File: config.mk
export PLATFORM = sky130hd
export DESIGN_NAME = score_sequencer
export DESIGN_NICKNAME = d
export VERILOG_FILES = /design/src/rtl/score_sequencer.sv
export SDC_FILE = /design/constraint.sdc
export NUM_CORES = 1
export LEC_CHECK = 0
export CORE_ASPECT_RATIO = 1.5
export CORE_UTILIZATION = 42
export CTS_BUF_LIST = sky130_fd_sc_hd__clkbuf_16
export DETAILED_ROUTE_END_ITERATION = 10
export MAX_ROUTING_LAYER = met4
export SLEW_MARGIN = 20
export SYNTH_ARGS = -nofsm -noshare
export SYNTH_HDL_FRONTEND = slang
export SYNTH_SLANG_ARGS = --single-unit
File: constraint.sdc
create_clock -name i_clk -period 4 [get_ports i_clk]
set_input_delay 0.8 -clock i_clk [delete_from_list [all_inputs] [get_ports i_clk]]
set_output_delay 0.8 -clock i_clk [all_outputs]
set_load 0.01 [all_outputs]
File: src/rtl/score_sequencer.sv
// Game score/lives sequencer with high-score commit and display scan strobe.
// Optional new-high flash blanking is built when NEW_HIGH_FLASH_EN is defined.
module score_sequencer #(
   parameter int SCAN_DIV  = 100000,
   parameter int SCORE_MAX = 9999,
   parameter int LIVES     = 3,
   parameter int FLASH_DIV = 250
) (
   input  logic        i_clk,
   input  logic        i_reset,
   input  logic        i_game_start,
   input  logic        i_brick_hit,
   input  logic [3:0]  i_hit_points,
   input  logic        i_ball_lost,
   output logic [13:0] o_current_score,
   output logic [13:0] o_high_score,
   output logic [1:0]  o_lives_left,
   output logic        o_game_active,
   output logic        o_game_over,
   output logic        o_new_high,
   output logic        o_scan_tick,
   output logic        o_flash_blank
);

   localparam logic [1:0] S_IDLE   = 2'd0;
   localparam logic [1:0] S_PLAY   = 2'd1;
   localparam logic [1:0] S_COMMIT = 2'd2;
   localparam logic [1:0] S_OVER   = 2'd3;

   localparam int             SCW       = (SCAN_DIV > 1) ? $clog2(SCAN_DIV) : 1;
   localparam logic [SCW-1:0] SCAN_LAST = SCW'(SCAN_DIV - 1);
   localparam logic [SCW-1:0] TICK_PRE  = SCW'((SCAN_DIV > 1) ? SCAN_DIV - 2 : 0);
   localparam logic [14:0]    MAX15     = 15'(SCORE_MAX);
   localparam logic [1:0]     LIVES2    = 2'(LIVES);

   logic [1:0]     r_state, w_next;
   logic [13:0]    r_score, r_high;
   logic [1:0]     r_lives;
   logic           r_active, r_over, r_new_high;
   logic [SCW-1:0] r_scan_cnt;
   logic           r_scan_tick;
   logic [14:0]    w_sum;
   logic [13:0]    w_clamped;

   // 15-bit sum so the clamp sees the true overflow past SCORE_MAX
   assign w_sum     = {1'b0, r_score} + {11'd0, i_hit_points};
   assign w_clamped = (w_sum > MAX15) ? MAX15[13:0] : w_sum[13:0];

   always_comb begin
      w_next = r_state;
      case (r_state)
         S_IDLE, S_OVER: if (i_game_start) w_next = S_PLAY;
         S_PLAY:         if (i_ball_lost && r_lives == 2'd1) w_next = S_COMMIT;
         S_COMMIT:       w_next = S_OVER;
         default:        w_next = S_IDLE;
      endcase
   end

   always_ff @(posedge i_clk) begin
      if (i_reset) begin
         r_state    <= S_IDLE;
         r_score    <= '0;
         r_high     <= '0;
         r_lives    <= LIVES2;
         r_active   <= 1'b0;
         r_over     <= 1'b0;
         r_new_high <= 1'b0;
      end else begin
         r_state  <= w_next;
         r_active <= (w_next == S_PLAY);
         r_over   <= (w_next == S_OVER);
         case (r_state)
            S_IDLE, S_OVER: begin
               if (i_game_start) begin
                  r_score    <= '0;
                  r_lives    <= LIVES2;
                  r_new_high <= 1'b0;
               end
            end
            S_PLAY: begin
               if (i_brick_hit) r_score <= w_clamped;
               if (i_ball_lost) r_lives <= r_lives - 2'd1;
            end
            S_COMMIT: begin
               if (r_score > r_high) begin
                  r_high     <= r_score;
                  r_new_high <= 1'b1;
               end
            end
            default: ;
         endcase
      end
   end

   // Tick is registered one count early so it lines up with counter == SCAN_DIV-1
   always_ff @(posedge i_clk) begin
      if (i_reset) begin
         r_scan_cnt  <= '0;
         r_scan_tick <= 1'b0;
      end else begin
         r_scan_cnt  <= (r_scan_cnt == SCAN_LAST) ? '0 : r_scan_cnt + 1'b1;
         r_scan_tick <= (r_scan_cnt == TICK_PRE);
      end
   end

`ifdef NEW_HIGH_FLASH_EN
   localparam int             FCW        = (FLASH_DIV > 1) ? $clog2(FLASH_DIV) : 1;
   localparam logic [FCW-1:0] FLASH_LAST = FCW'(FLASH_DIV - 1);

   logic [FCW-1:0] r_flash_cnt;
   logic           r_flash;

   always_ff @(posedge i_clk) begin
      if (i_reset || r_state != S_OVER || w_next != S_OVER) begin
         r_flash_cnt <= '0;
         r_flash     <= 1'b0;
      end else if (r_new_high && r_scan_tick) begin
         if (r_flash_cnt == FLASH_LAST) begin
            r_flash_cnt <= '0;
            r_flash     <= ~r_flash;
         end else begin
            r_flash_cnt <= r_flash_cnt + 1'b1;
         end
      end
   end

   assign o_flash_blank = r_flash;
`else
   assign o_flash_blank = 1'b0;
`endif

   assign o_current_score = r_score;
   assign o_high_score    = r_high;
   assign o_lives_left    = r_lives;
   assign o_game_active   = r_active;
   assign o_game_over     = r_over;
   assign o_new_high      = r_new_high;
   assign o_scan_tick     = r_scan_tick;

endmodule

==> After elaboration in Yosys (flattened, before gate mapping) <==
Index checks and enable logic that the tools add are counted.
W data, S select, Z words.
{ "classes": {"n_addsub": 3, "magnitude_cmp": 2, "eq_ne": 12, "muxes": 13, "n_reduce_logical": 10} }
{ "ops": {"columns": ["operator", "count"], "rows": [
  ["$mux W14", 3],
  ["$eq A17 B17 Y1 const B", 2],
  ["$pmux W14 S2", 1],
  ["$add A17 B1 Y17 const B", 1],
  ["$add A14 B4 Y15", 1],
  ["$gt A15 B14 Y1 const B", 1],
  ["$gt A14 B14 Y1", 1],
  ["$reduce_and A3 Y1", 3],
  ["$mux W2", 4],
  ["$ne A2 B2 Y1 const B", 4],
  ["$eq A2 B1 Y1 const B", 3],
  ["$eq A2 B2 Y1 const B", 3],
  ["$pmux W2 S3", 1],
  ["$pmux W2 S2", 1],
  ["$reduce_bool A2 Y1", 2],
  ["$reduce_or A2 Y1", 2],
  ["$logic_not A2 Y1", 1],
  ["$mux W1", 2],
  ["$pmux W1 S2", 1],
  ["$reduce_and A2 Y1", 1],
  ["$sub A2 B1 Y2 const B", 1],
  ["$logic_and A1 B1 Y1", 1]
]} }
{ "totals": {"register_bits": 53, "input_bits": 9} }

==> Logic depth before layout (Yosys ltp) <==
{ "logic_depth": {"ltp_word": 5, "depth_mapped": 11, "mapped_depth_nobuf": 11} }

==> Worst setup path before layout <==
Ideal clock, no wire load.
{ "synth_timing": {"path_kind": "input -> register", "from": "input port i_hit_points[0]", "to": "register r_score[11] (netlist: o_current_score[11])", "setup_ps": 117, "t_arrival_ps": 3366, "path_slack_ps": 517, "cell_stages": 11, "path_buffers": 0, "path_cell_list": "ha_1 inv_1 fa_1 nand2b_1 a211oi_1 mux2i_1 nand3_2 nor4b_4 nor2_4 a41o_1 a22o_1"} }
{ "synth_via": {"elab_chain_len": 5} }
{ "synth_rtl": {"columns": ["element", "line_no", "rtl"], "rows": [
  ["start, declared", "13", "input logic [3:0] i_hit_points,"],
  ["$add A14 B4 Y15 *", "46", "assign w_sum = {1'b0, r_score} + {11'd0, i_hit_points};"],
  ["$gt A15 B14 Y1", "47", "assign w_clamped = (w_sum > MAX15) ? MAX15[13:0] : w_sum[13:0];"],
  ["$mux W14 *", "47", null],
  ["$mux W14 *", "81", "if (i_brick_hit) r_score <= w_clamped;"],
  ["$pmux W14 S2 *", "72", "case (r_state)"],
  ["end signal, assigned", "81", null],
  ["end, declared", "37", "logic [13:0] r_score, r_high;"]
]} }
Every way passes the cells marked *; elsewhere a longest branch is shown, timed or not. The select of a mux whose other input is x is not followed.
A chain may end at the register's enable or synchronous reset.

==> Worst setup path in the final report <==
Same ends and word-level chain as after synthesis.

==> reports/summary.txt <==
drt via density - 5.48
CTS clk-pin slew, worst paths - 0.07 ns
Post-CTS Resized - 0
clock latency on the worst-skew pair - 0.29 ns
WL final - 7.34 mm
Hold Buf Count CTS - 0
critical path data required time - 4.19 ns
flops & latches, synth - 53
vias in the first global route - 2,593
clk sink count - 53
commonest cells in the netlist - dfxtp_1, nor2_1, inv_1, nand2_1, ha_1
Max Slew Vio Count - 0
EDFF count, synth - 0
leak pwr - 0.00140 uW
asr flop ratio synth - 0%
actual slew at the worst max-slew pin - 0.683 ns
CP Cell Sequence - clkdlybuf4s50_1 -> ha_1 -> inv_1 -> fa_1 -> nand2b_1 -> a211oi_1 -> mux2i_1 -> nand3_2 -> nor4b_4 -> nor2_4 -> a41o_1 -> a22o_1
fin util - 54.1%
area occupied by multi-input gates - 0.00186 mm2
Distinct cells, synth - 55
n_diodes - 0
via count - 2,711
largest net degree at the start of global routing - 29
Syn Inst Count - 369
Syn Area/Cell - 8.32 um2
switching power share of the total - 24.9%
leading area contributor after synthesis - dfxtp_1
Bufs on Longest Clock Path - 2
global route overflow - 0
post-synthesis sequential area ratio - 34.6%
DRC viols - 0
Clk pwr share - 40.9%
Clock Skew - 0.00460 ns
top_reg_cell synth - dfxtp_1
Reg area - 0.00106 mm2
fillers - 673
synth top area cells - dfxtp_1, ha_1, nor2_1, mux2i_1, a21oi_1
mean routed wirelength per cell - 14.8 um
M2 GR Usage - 36.7%
1st-iter DRT viols - 80
Net Sw Power - 268 uW
row cnt - 37
maximum operating frequency - 0.274 GHz
post-CTS setup buffer count - 0
max incr delay on CP - 0.47 ns
Port Buffer Count - 42
CP Class - in -> reg
PwrDens - 287 mW/mm2
gr usage total - 21.0%
die height - 107 um
Pint - 809 uW
Die Footprint - 0.00766 mm2
core area - 0.00694 mm2
synthesized area - 0.00307 mm2
Final Hold Vio Count - 0
minimum clock period - 3.65 ns
power share of the sequential group - 50.2%
initial core utilization - 44.2%
placed insts - 487
Power Total - 1080 uW
layer with the highest usage - met2
layout cells sized above 1 - 7.91%
slowest CP cell - clkdlybuf4s50_1
crit path DAT - 3.85 ns
Comb pwr share - 8.9%
top cell type's share of synthesized area - 34.6%
Max-slew headroom - 54.5%
router iterations before antenna repair - 4
Root Buffer - clkbuf_16
worst-path fanout max - 7
TritonCTS Buffers - 5
fin nets - 449
VDD IR-drop max - 0.000214 V
dpl cell area - 0.00360 mm2
Worst Setup Start Kind - primary input
IO Pins - 44
MaxCap Viol Count - 0
Synthesis Warnings - 0
DP HPWL - 5.51 mm
min-delay worst type - reg -> reg
first-pass GRT wire length - 12.2 mm
met1 usage - 23.0%
non-filler instance count after layout - 495
Setup-failing EPs final - 0
Syn Nets - 402
Critical Path End Type - flip-flop
Detail Route Antenna Nets - 0
setup TNS - 0 ns
final instance area - 0.00376 mm2
unrepaired setup endpoints after global routing - no
Crit path max-delay family - simple AND/OR/NAND/NOR gates
routability cong. - 0.824
initial antenna violation count - 0
part of the cycle the worst path needs - 91.3%
top-count cell post-synth - dfxtp_1
status - finished clean
synthesis-to-layout area growth - 22.4%
Die Width - 71.8 um
CTS H-Tree Depth - 2
met3 GRT Util - 2.82%
worst path bufs/invs - 2
CTS tree - yes
==> per-stage QoR <==
step           setup slack (ns)  hold slack [ns]
5_1_grt                   0.135            0.514
4_1_cts                   0.346            0.488
3_5_place_dp             0.0474            0.471
6_report                  0.346            0.483
3_3_place_gp             0.0993            0.464
2_1_floorplan             0.517            0.441
==> worst paths after layout <==
kind	from	endpoint	slack (ns)	cells past startpoint
worst max register to register	o_current_score[0]	o_current_score[11]	0.86	11
worst min register to register	r_scan_cnt[0]	r_scan_cnt[0]	0.48	1
worst min-delay path	r_scan_cnt[0]	r_scan_cnt[0]	0.48	1
worst max-delay path	i_hit_points[0]	o_current_score[11]	0.35	12
==> placed cells by master (no fill, tap or decap), types with 3 or more instances in the layout <==
master and n:
a211oi_1 4, a21o_1 6, a21oi_1 20, and2_1 4, and3_1 3, buf_4 10
clkbuf_16 5, clkdlybuf4s50_1 42, dfxtp_1 53, ha_1 23, inv_1 26, mux2i_1 17
nand2_1 25, nand2b_1 4, nand3_1 14, nand4_1 9, nor2_1 48, nor2b_1 6
nor3_1 10, nor4_1 3, o211ai_1 5, o21a_1 6, o21ai_0 20, o31ai_1 3
or3_1 3, xnor2_1 5, xor2_1 11
==> flip-flops by register name, indices dropped and copies added, names as in the netlist, 2 cells and up <==
name,cells
r_scan_cnt,17
o_lives_left,2
o_current_score,14
o_high_score,14
r_state,2
==> power groups by stage <==
stage	registers (uW)	clock network [uW]	logic (uW)
floorplan	554	0	60.3
global placement	553	0	95.0
detailed placement	554	0	95.3
CTS	541	459	96.1
global route	542	482	107
finish	541	440	95.5
==> cells by family after synthesis <==
group / synth area share, %
and+or+nand+nor: 22.1
AOI/OAI and AO/OA: 17.8
DFF: 34.6
buffers and inverters: 5.22
adders and majority gates: 10.0
muxes: 5.54
xor gates and xnor gates: 4.56
other: 0.122
==> metal layers <==
layer | part of all wire (%) | vias up | wire, um
met2 | 52 | 52 | 3830
met1 | 42 | 1253 | 3100
met3 | 2.3 | 20 | 169
li1 | - | 1386 | -
met5 | 0 | - | 0
met4 | 3.1 | 0 | 229
==> area by class of cell <==
type,instances,share of cell area [%]
multi-input cells,278,49.4
flip-flops and latches,53,28.2
repair buffers,52,13.2
clock buffers,5,3.33
inverters,26,2.60
well taps,78,2.60
clock inverters,3,0.666
Power figures use the tool's default switching activity.
